<file path="config.mk">
export PLATFORM = sky130hd
export DESIGN_NAME = reg_list_sequencer
export DESIGN_NICKNAME = d
export VERILOG_FILES = /design/src/rtl/reg_list_sequencer_pkg.sv /design/src/rtl/reg_list_scan.sv /design/src/rtl/reg_list_sequencer.sv
export SDC_FILE = /design/constraint.sdc
export NUM_CORES = 1
export LEC_CHECK = 0
export BUFFER_PORTS_ARGS = -buffer_cell sky130_fd_sc_hd__buf_2
export CAP_MARGIN = 40
export CORE_ASPECT_RATIO = 2
export CORE_UTILIZATION = 45
export CTS_CLUSTER_SIZE = 16
export DETAILED_ROUTE_END_ITERATION = 6
export HOLD_SLACK_MARGIN = 0.1
export PLACE_DENSITY = 0.84
export SLEW_MARGIN = 20
export SYNTH_ARGS = -nofsm -noshare
export SYNTH_HDL_FRONTEND = slang
export SYNTH_SLANG_ARGS = --single-unit
</file>
<file path="constraint.sdc">
create_clock -name clk -period 5.3 [get_ports clk]
set_clock_uncertainty 0.2 [all_clocks]
set_input_delay 0.265 -clock clk [delete_from_list [all_inputs] [get_ports clk]]
set_output_delay 0.265 -clock clk [all_outputs]
set_load 0.01 [all_outputs]
</file>
<file path="src/rtl/reg_list_sequencer_pkg.sv">
// Shared encodings for the multi-register transfer sequencer: op codes,
// FSM states, special register indices and a list popcount helper.
package reg_list_sequencer_pkg;

  // Special register indices in the core register file.
  localparam logic [3:0] SP_I = 4'd13;
  localparam logic [3:0] LR_I = 4'd14;
  localparam logic [3:0] PC_I = 4'd15;

  typedef enum logic [1:0] {
    OP_STM  = 2'b00,
    OP_LDM  = 2'b01,
    OP_PUSH = 2'b10,
    OP_POP  = 2'b11
  } op_t;

  typedef enum logic [1:0] {
    IDLE = 2'd0,
    XFER = 2'd1,
    WB   = 2'd2,
    DONE = 2'd3
  } state_t;

  // Loads are LDM and POP; everything else reads the register file.
  function automatic logic is_load(input op_t op);
    return (op == OP_LDM) || (op == OP_POP);
  endfunction

  // Number of registers named in a 9-bit list.
  function automatic logic [3:0] popcount9(input logic [8:0] list);
    logic [3:0] n;
    n = '0;
    for (int i = 0; i < 9; i++) n = n + {3'd0, list[i]};
    return n;
  endfunction

endpackage

</file>
<file path="src/rtl/reg_list_scan.sv">
// Combinational scan of a register list: lowest set register index
// (bit8 remapped to LR or PC), a valid flag and the register count.
module reg_list_scan
  import reg_list_sequencer_pkg::*;
(
  input  logic [8:0] list,
  input  logic       hi_is_pc,
  output logic [3:0] idx,
  output logic       valid,
  output logic [3:0] count
);

  // Descending walk so the lowest set bit is the last one to win.
  always_comb begin
    // NOTE: every always_comb output gets a default first so no path leaves it unassigned (no latch).
    idx   = '0;
    valid = 1'b0;
    for (int i = 8; i >= 0; i--) begin
      if (list[i]) begin
        valid = 1'b1;
        idx   = (i == 8) ? (hi_is_pc ? PC_I : LR_I) : 4'(i);
      end
    end
    count = popcount9(list);
  end

endmodule

</file>
<file path="src/rtl/reg_list_sequencer.sv">
// PUSH/POP/LDM/STM sequencer: walks a register list one beat per register,
// moving data between the core register file and the data-memory bus, then
// writes back SP or the base register.
module reg_list_sequencer
  import reg_list_sequencer_pkg::*;
#(
  parameter int AW = 32,
  parameter int DW = 32
) (
  input  logic          clk,
  input  logic          rst,
  input  logic          start,
  input  logic [1:0]    op,
  input  logic [8:0]    reg_list,
  input  logic [2:0]    base_reg,
  input  logic [31:0]   base_val,
  input  logic [31:0]   sp_val,
  output logic          busy,
  output logic          done,
  output logic [3:0]    addr_Rs,
  input  logic [31:0]   rs_data,
  output logic          ld_rd,
  output logic [3:0]    addr_Rd,
  output logic [31:0]   w_Rd,
  output logic          ld_sp,
  output logic [31:0]   w_SP,
  output logic          ld_pc,
  output logic [31:0]   w_PC,
  output logic          mem_req,
  output logic          mem_we,
  output logic [AW-1:0] mem_addr,
  output logic [DW-1:0] mem_wdata,
  input  logic [DW-1:0] mem_rdata,
  input  logic          mem_ack
);

  state_t      state;
  op_t         op_q;
  logic [8:0]  list_q;        // registers still to transfer
  logic [2:0]  base_reg_q;
  logic        base_wb_q;     // LDM skips base writeback if the base was loaded
  logic [31:0] addr_q;        // current beat address, final address after XFER
  logic [31:0] start_addr_q;

  logic [3:0]  cur_idx;
  logic        cur_valid;
  logic [3:0]  cur_count;

  logic [8:0]  in_list;
  logic [3:0]  in_count;
  logic [31:0] in_addr;
  logic        is_store;

  reg_list_scan u_scan (
    .list     (list_q),
    .hi_is_pc (op_q == OP_POP),
    .idx      (cur_idx),
    .valid    (cur_valid),
    .count    (cur_count)
  );

  // Request decode: bit8 only has meaning for PUSH/POP; start address per op.
  always_comb begin
    in_list  = ((op == OP_STM) || (op == OP_LDM)) ? {1'b0, reg_list[7:0]} : reg_list;
    in_count = popcount9(in_list);
    case (op)
      OP_PUSH: in_addr = sp_val - {26'd0, in_count, 2'b00};
      OP_POP:  in_addr = sp_val;
      default: in_addr = base_val;
    endcase
    is_store = !is_load(op_q);
  end

  // Sequencer state: accept, one beat per ack, writeback, completion pulse.
  always_ff @(posedge clk or posedge rst) begin
    // NOTE: sequential state uses non-blocking assignments so all registers update from pre-edge values.
    if (rst) begin
      state        <= IDLE;
      op_q         <= OP_STM;
      list_q       <= '0;
      base_reg_q   <= '0;
      base_wb_q    <= 1'b0;
      addr_q       <= '0;
      start_addr_q <= '0;
    end else begin
      case (state)
        IDLE: begin
          if (start) begin
            op_q         <= op_t'(op);
            list_q       <= in_list;
            base_reg_q   <= base_reg;
            base_wb_q    <= (op == OP_LDM) ? !reg_list[base_reg] : 1'b1;
            addr_q       <= in_addr;
            start_addr_q <= in_addr;
            state        <= (in_count == 4'd0) ? DONE : XFER;
          end
        end
        XFER: begin
          if (mem_ack) begin
            list_q <= list_q & (list_q - 9'd1);  // drop the lowest set bit
            addr_q <= addr_q + 32'd4;
            if (cur_count == 4'd1) state <= WB;
          end
        end
        WB:      state <= DONE;
        DONE:    state <= IDLE;
        default: state <= IDLE;
      endcase
    end
  end

  // Output decode from state; load enables follow mem_ack within the beat.
  always_comb begin
    busy      = (state != IDLE);
    done      = (state == DONE);
    mem_req   = 1'b0;
    mem_we    = 1'b0;
    mem_addr  = '0;
    mem_wdata = '0;
    addr_Rs   = '0;
    ld_rd     = 1'b0;
    addr_Rd   = '0;
    w_Rd      = '0;
    ld_sp     = 1'b0;
    w_SP      = '0;
    ld_pc     = 1'b0;
    w_PC      = '0;
    case (state)
      XFER: begin
        mem_req  = cur_valid;
        mem_addr = AW'(addr_q);
        if (is_store) begin
          mem_we    = 1'b1;
          addr_Rs   = cur_idx;
          mem_wdata = DW'(rs_data);
        end else if (mem_ack) begin
          if (cur_idx == PC_I) begin
            ld_pc = 1'b1;
            w_PC  = 32'(mem_rdata) & ~32'd1;
          end else begin
            ld_rd   = 1'b1;
            addr_Rd = cur_idx;
            w_Rd    = 32'(mem_rdata);
          end
        end
      end
      WB: begin
        case (op_q)
          OP_PUSH: begin
            ld_sp = 1'b1;
            w_SP  = start_addr_q;
          end
          OP_POP: begin
            ld_sp = 1'b1;
            w_SP  = addr_q;
          end
          default: begin
            if (base_wb_q) begin
              ld_rd   = 1'b1;
              addr_Rd = {1'b0, base_reg_q};
              w_Rd    = addr_q;
            end
          end
        endcase
      end
      default: ;
    endcase
  end

endmodule
</file>
======== Word-level counts from Yosys, hierarchy flattened ========
Cells that the tools add are included.
storage, ports and cells
  register bits ........................... 81
  bits of input ports ..................... 146
  output and inout bits ................... 175
  logic and storage cells ................. 127
cells by class
  add/sub/neg operators ................... 19
  $lt $le $gt $ge ......................... 1
  eq/ne operators ......................... 14
  mux-type cells .......................... 73
  bitwise gates (word level) .............. 1
  reduce and logical (&&, ||, !) cells .... 12
operators with widths
  cell                   number
  $mux 32                15
  $pmux 32 s2            4
  $mux 4                 14
  $add 4x1->4            12
  $add 32x3->32 const B  1
  $sub 32x6->32          1
  $mux 9                 3
  $mux 1                 26
  $pmux 9 s2             1
  $eq 2x2->1 const B     6
  $and 9x9->9            1
  $sub 9x1->9 const B    1
  $mux 2                 4
  $pmux 2 s4             1
  $pmux 4 s2             1
  $eq 2x1->1 const B     3
  $mux 3                 2
  $ne 2x2->1 const B     3
  $reduce_and 3->1       2
  $lt 3x5->1 const B     1
  $add 1x1->2            2
  $add 3x1->4            1
  $eq 4x1->1 const B     1
  $eq 4x4->1 const B     1
  10 further kinds       13

======== Logic depth before layout (Yosys ltp) ========
  word-level depth ........................ 16
  mapped depth ............................ 18
  depth with buffers taken out ............ 16

======== By module ========
A second synthesis with hierarchy kept.
unflattened totals
  cells, all modules ...................... 867
  area, all modules ....................... 7064.3 µm²
modules (own cells, without submodules)
  module              times used  cells each  area an instance (µm²)  seq. area each (µm²)
  reg_list_sequencer  1           830         6765.2                  2026.9
  reg_list_scan       1           37          299.0                   0.0

======== Worst setup path before layout ========
No wires, ideal clock.
  kind .................................... in2reg
  start point ............................. in op[1]
  end point ............................... reg addr_q[25]
  setup time .............................. 0.120 ns
  arrival time ............................ 4.828 ns
  setup slack ............................. 0.152 ns
  cell stages on the path ................. 16
  cell sequence ........................... clkbuf_1 > clkbuf_1 > clkbuf_1 > nand2_1 > fa_1 > fa_1 > fa_1 > fa_1 > ha_1 > nor2b_1 > o311a_1 > or3_1 > buf_2 > o31ai_1 > o311ai_0 > a31o_2
on the way
  longest elaborated chain between the ends .. 8
  elaborated cells between the ends (all ways) .. 11
  those cells by class .................... add/sub (2); eq/ne (3); mux (4); reduce/logical (2)
ends and longest elaborated chain
  item                                           line                          text
  start, declared                                reg_list_sequencer.sv:13      input logic [1:0] op,
  $eq 2x1->1 or $logic_not 2->1 (tied branches)  reg_list_sequencer.sv:64      in_list = ((op == OP_STM) || (op == OP_LDM)) ? {1'b0, reg_list[7:0]} : reg_list;
  $logic_or 1x1->1                               reg_list_sequencer.sv:64
  $mux 9                                         reg_list_sequencer.sv:64
  $add 4x1->4                                    reg_list_sequencer_pkg.sv:33  for (int i = 0; i < 9; i++) n = n + {3'd0, list[i]};
  $sub 32x6->32                                  reg_list_sequencer.sv:67      OP_PUSH: in_addr = sp_val - {26'd0, in_count, 2'b00};
  $pmux 32 s2 *                                  reg_list_sequencer.sv:66      case (op)
  $mux 32 *                                      reg_list_sequencer.sv:88      if (start) begin
  $pmux 32 s2 *                                  reg_list_sequencer.sv:86      case (state)
  end signal, assigned                           reg_list_sequencer.sv:93      addr_q <= in_addr;
  end signal, assigned                           reg_list_sequencer.sv:101     addr_q <= addr_q + 32'd4;
  end, declared                                  reg_list_sequencer.sv:42      logic [31:0] addr_q;
Every way passes the cells marked *; elsewhere a longest branch is shown, timed or not. The select of a mux whose other input is x is not followed.
A chain may end at the register's enable or synchronous reset.

======== Worst setup path after layout ========
  start point ............................. in reg_list[5]
  end point ............................... reg start_addr_q[15]
on the way
  longest elaborated chain between the ends .. 7
ends and longest elaborated chain
  item                      line                          text
  start, declared           reg_list_sequencer.sv:14      input logic [8:0] reg_list,
  $mux 9                    reg_list_sequencer.sv:64
  $add 4x1->4 (4 in a row)  reg_list_sequencer_pkg.sv:33
  $sub 32x6->32             reg_list_sequencer.sv:67
  $pmux 32 s2               reg_list_sequencer.sv:66
  end signal, assigned      reg_list_sequencer.sv:94      start_addr_q <= in_addr;
  end, declared             reg_list_sequencer.sv:43      logic [31:0] start_addr_q;
Every way passes these cells.

==> out/results.tsv <==
metric	value	unit
drt via density	6.179	
crit end category	flop	
Psw	2.310	mW
share of layout cells above drive strength 1	31.55	%
Place WS	0.07518	ns
pwr/cell area	478.0	mW/mm^2
nets@finish	1419	
Internal Power	2.393	mW
Fin. Hold Viols	0	
initial antenna violation count	8	
Port Buffer Count	319	
crit path launch type	input port	
vias in the first global route	8602	
CP top delay family	adder cells	
CP arrival	5.10	ns
# fillers	1418	
kind of critical path	in2reg	
Buf/Inv on CP	5	
maximum buffer depth of the clock tree	2	
area grow syn2layout	35.84	%
CTS tree	built	
area of the die	0.01664	sq mm
area of the core	0.01578	sq mm
worst hold margin	0.09678	ns
postcts setup bufs	0	
total CTS buffers	9	
DP HPWL	25520	um
Fmax	197.3	MHz
Post-Layout Inst Area	0.009839	sq mm
Synth area leader	dfrtp_1	
setup ws final	0.2322	ns
total track usage	40.13	%
pin count of the biggest net entering global routing	51	
Logic pwr share	56.7	%
fin cells	1457	
Seq pwr share	29.1	%
Chip Height	181.4	um
slowest stage delay, CP	0.58	ns
CP max FO	13	
worst-margin pin slew	0.7873	ns
Worst path slowest cell	fa_1	
Initial Utilization	45.91	%
count of cell types in the netlist	67	
final count of negative-setup-slack endpoints	0	
num ports	321	
RSZ-0062 raised after global routing	no	
post-synthesis sequential area ratio	27.98	%
worst hold path class	in2reg	
Placed Instances	1392	
worst path cell trace	dlygate4sd3_1 > buf_2 > inv_1 > fa_1 > fa_1 > fa_2 > fa_1 > ha_1 > nor2b_1 > o311a_1 > or3_1 > buf_6 > nor2_1 > xnor2_1 > o21ai_0 > dlygate4sd3_1	
Period Utilization, post-route	95.62	%
setup TNS	0	ns
status	completed	
remaining antenna violation count	0	
DR WL/cell	23.25	um
max cap viols	0	
Area contributors post-synth	dfrtp_1 28%, and2_1 8.6%, mux2i_1 5.8%, nor2_1 4.4%, a22o_1 4.4%	
first-pass GRT wire length	49850	um
warnings from Yosys	0	
htree depth	3	
Most used DFF post-synth	dfrtp_1	
DRC	0	
CTS root buf	clkbuf_16	
Slew headroom	47.11	%
worst skew pair latency	0.35	ns
Post-Syn Area	0.007243	sq mm
Die Width	91.71	um
Critical Path Most Common Cell	fa_1	
Worst EP required	5.33	ns
syn_nets	1085	
sw frac	49.12	%
minimum clock period	5.068	ns
VDD IR max	224.5	uV
Mapped Cells	910	
clk sinks	81	
post-synthesis average cell area	7.960	sq um
fraction of registers with async set/reset	100.0	%
DR iter-0 viols	943	
RePlAce Congestion	0.9728	
routed vias	9003	
total grt overflow	0	
Synth top area share	27.98	%
Reg clk slew, reported paths	0.07	ns
Clock power frac	14.2	%
register bit count reported by yosys	81	
first drt pass iteration count	6	
# rows	65	
number of synthesized flops with an enable pin	0	
WL final	33870	um
Final Max Tran Viols	0	
DP Area	0.009076	sq mm
leakage power	4.939	nW
==> synth_stat cells, types with 4 or more instances <==
cell      instances
a211oi_1          9
a21o_1            4
a21oi_1          30
a22o_1           36
a31oi_1           9
and2_1           99
and3_1           15
buf_1             5
clkbuf_1         55
dfrtp_1          81
fa_1             11
ha_1             18
inv_1            43
mux2_2            7
mux2i_1          42
nand2_1          78
nand2b_1          4
nand3_1          29
nand4_1          18
nor2_1           85
nor2b_1           5
nor3_1           26
nor4_1            9
o211ai_1          8
o21ai_0          51
o22ai_1           6
o31ai_1          16
o41ai_1           4
or2_2             7
or3_1            10
or4_1             6
xnor2_1          14
xor2_1           14
==> worst paths after layout <==
| kind | start | endpoint | slack (ns) | depth (start not counted) |
|---|---|---|---|---|
| setup / recovery | reg_list[5] | start_addr_q[15] | 0.23 | 16 |
| hold / removal | base_val[29] | addr_q[29] | 0.1 | 3 |
| setup reg to reg | list_q[0] | state[0] | 0.96 | 16 |
| hold reg to reg | start_addr_q[21] | start_addr_q[21] | 0.28 | 1 |
| max in group asynchronous | rst | start_addr_q[30] | 3.62 | 5 |
| min in group asynchronous | rst | list_q[1] | 0.16 | 3 |
==> flip-flops by register name (all words and copies together) (netlist names) <==
register      flops
list_q            9
state             2
base_wb_q         1
addr_q           32
start_addr_q     32
op_q              2
base_reg_q        3
==> repair_timing <==
action	in CTS	in global routing
setup endpoints to repair	0	2
endpoints found under the hold margin	86	0
resized for setup	0	4
hold buffers	42	0
==> power groups by stage <==
stage / logic [mW] / registers (mW) / clock network [mW]
6_report: 2.67 / 1.37 / 0.666
4_1_cts: 2.61 / 1.34 / 0.664
2_1_floorplan: 1.77 / 1.09 / 0
5_1_grt: 2.89 / 1.39 / 0.684
3_3_place_gp: 2.45 / 1.38 / 0
3_5_place_dp: 2.56 / 1.35 / 0
==> stage by stage <==
stage	util [%]	total power, mW
final	62.36	4.704
after global routing	62.30	4.962
after CTS	62.14	4.614
after detailed placement	57.53	3.909
after global placement	57.22	3.828
after floorplan	-	2.862
==> layout by cell type (no fill, tap or decap), types with 7 or more instances in the layout <==
master / instances
a211oi_1: 9
dfrtp_1: 80
inv_1: 42
ha_1: 18
nand4_1: 18
or3_1: 10
o211ai_1: 8
o21ai_0: 51
buf_4: 24
xor2_1: 14
and3_1: 15
fa_1: 10
a31oi_1: 9
nor3_1: 26
a21oi_1: 30
nor4_1: 8
and2_1: 99
mux2_2: 7
nand2_1: 78
o31ai_1: 16
dlygate4sd3_1: 41
xnor2_1: 14
nor2_1: 84
or2_2: 7
a22o_1: 36
clkbuf_16: 9
buf_2: 319
nand3_1: 29
mux2i_1: 42
diode_2: 7
==> cell type report <==
cell class | count | area (sq um) | area share [%]
clock buffers | 12 | 256.5 | 2.607
flip-flops and latches | 81 | 2028 | 20.61
diodes | 7 | 17.52 | 0.1780
repair buffers | 388 | 2251 | 22.88
well taps | 201 | 251.5 | 2.556
inverters | 43 | 161.4 | 1.640
clock inverters | 4 | 51.30 | 0.5214
multi-input cells | 721 | 4822 | 49.01
==> cells by family after synthesis <==
logic type | after synthesis | synth area share (%)
other | 1 | 0.05177
xor gates and xnor gates | 28 | 3.386
and+or+nand+nor | 402 | 28.97
DFF | 81 | 27.98
AOI/OAI and AO/OA | 209 | 20.07
muxes | 51 | 7.514
buffers and inverters | 108 | 5.718
adders and majority gates | 30 | 6.305
==> routing by layer <==
metal / routed length (um) / vias to the layer above / global-route usage [%]
met5: 46 / - / 0
met4: 2365 / 6 / 24.75
met3: 3479 / 151 / 6.993
met2: 16760 / 715 / 70.35
met1: 11220 / 4218 / 44.45
li1: - / 3913 / -
==> worst reg2reg max path, cell delays in order (launching register included) <==
cell and delay [ns]:
dfrtp_1 0.48, inv_1 0.14, ha_1 0.30, inv_1 0.09
fa_1 0.43, fa_1 0.52, fa_1 0.42, inv_1 0.07
ha_1 0.16, inv_1 0.05, fa_1 0.38, nor2b_1 0.15
a31oi_1 0.14, nor3_1 0.07, o21ai_0 0.39, nor3_1 0.12
a21oi_1 0.15
Power figures use the tool's default switching activity.
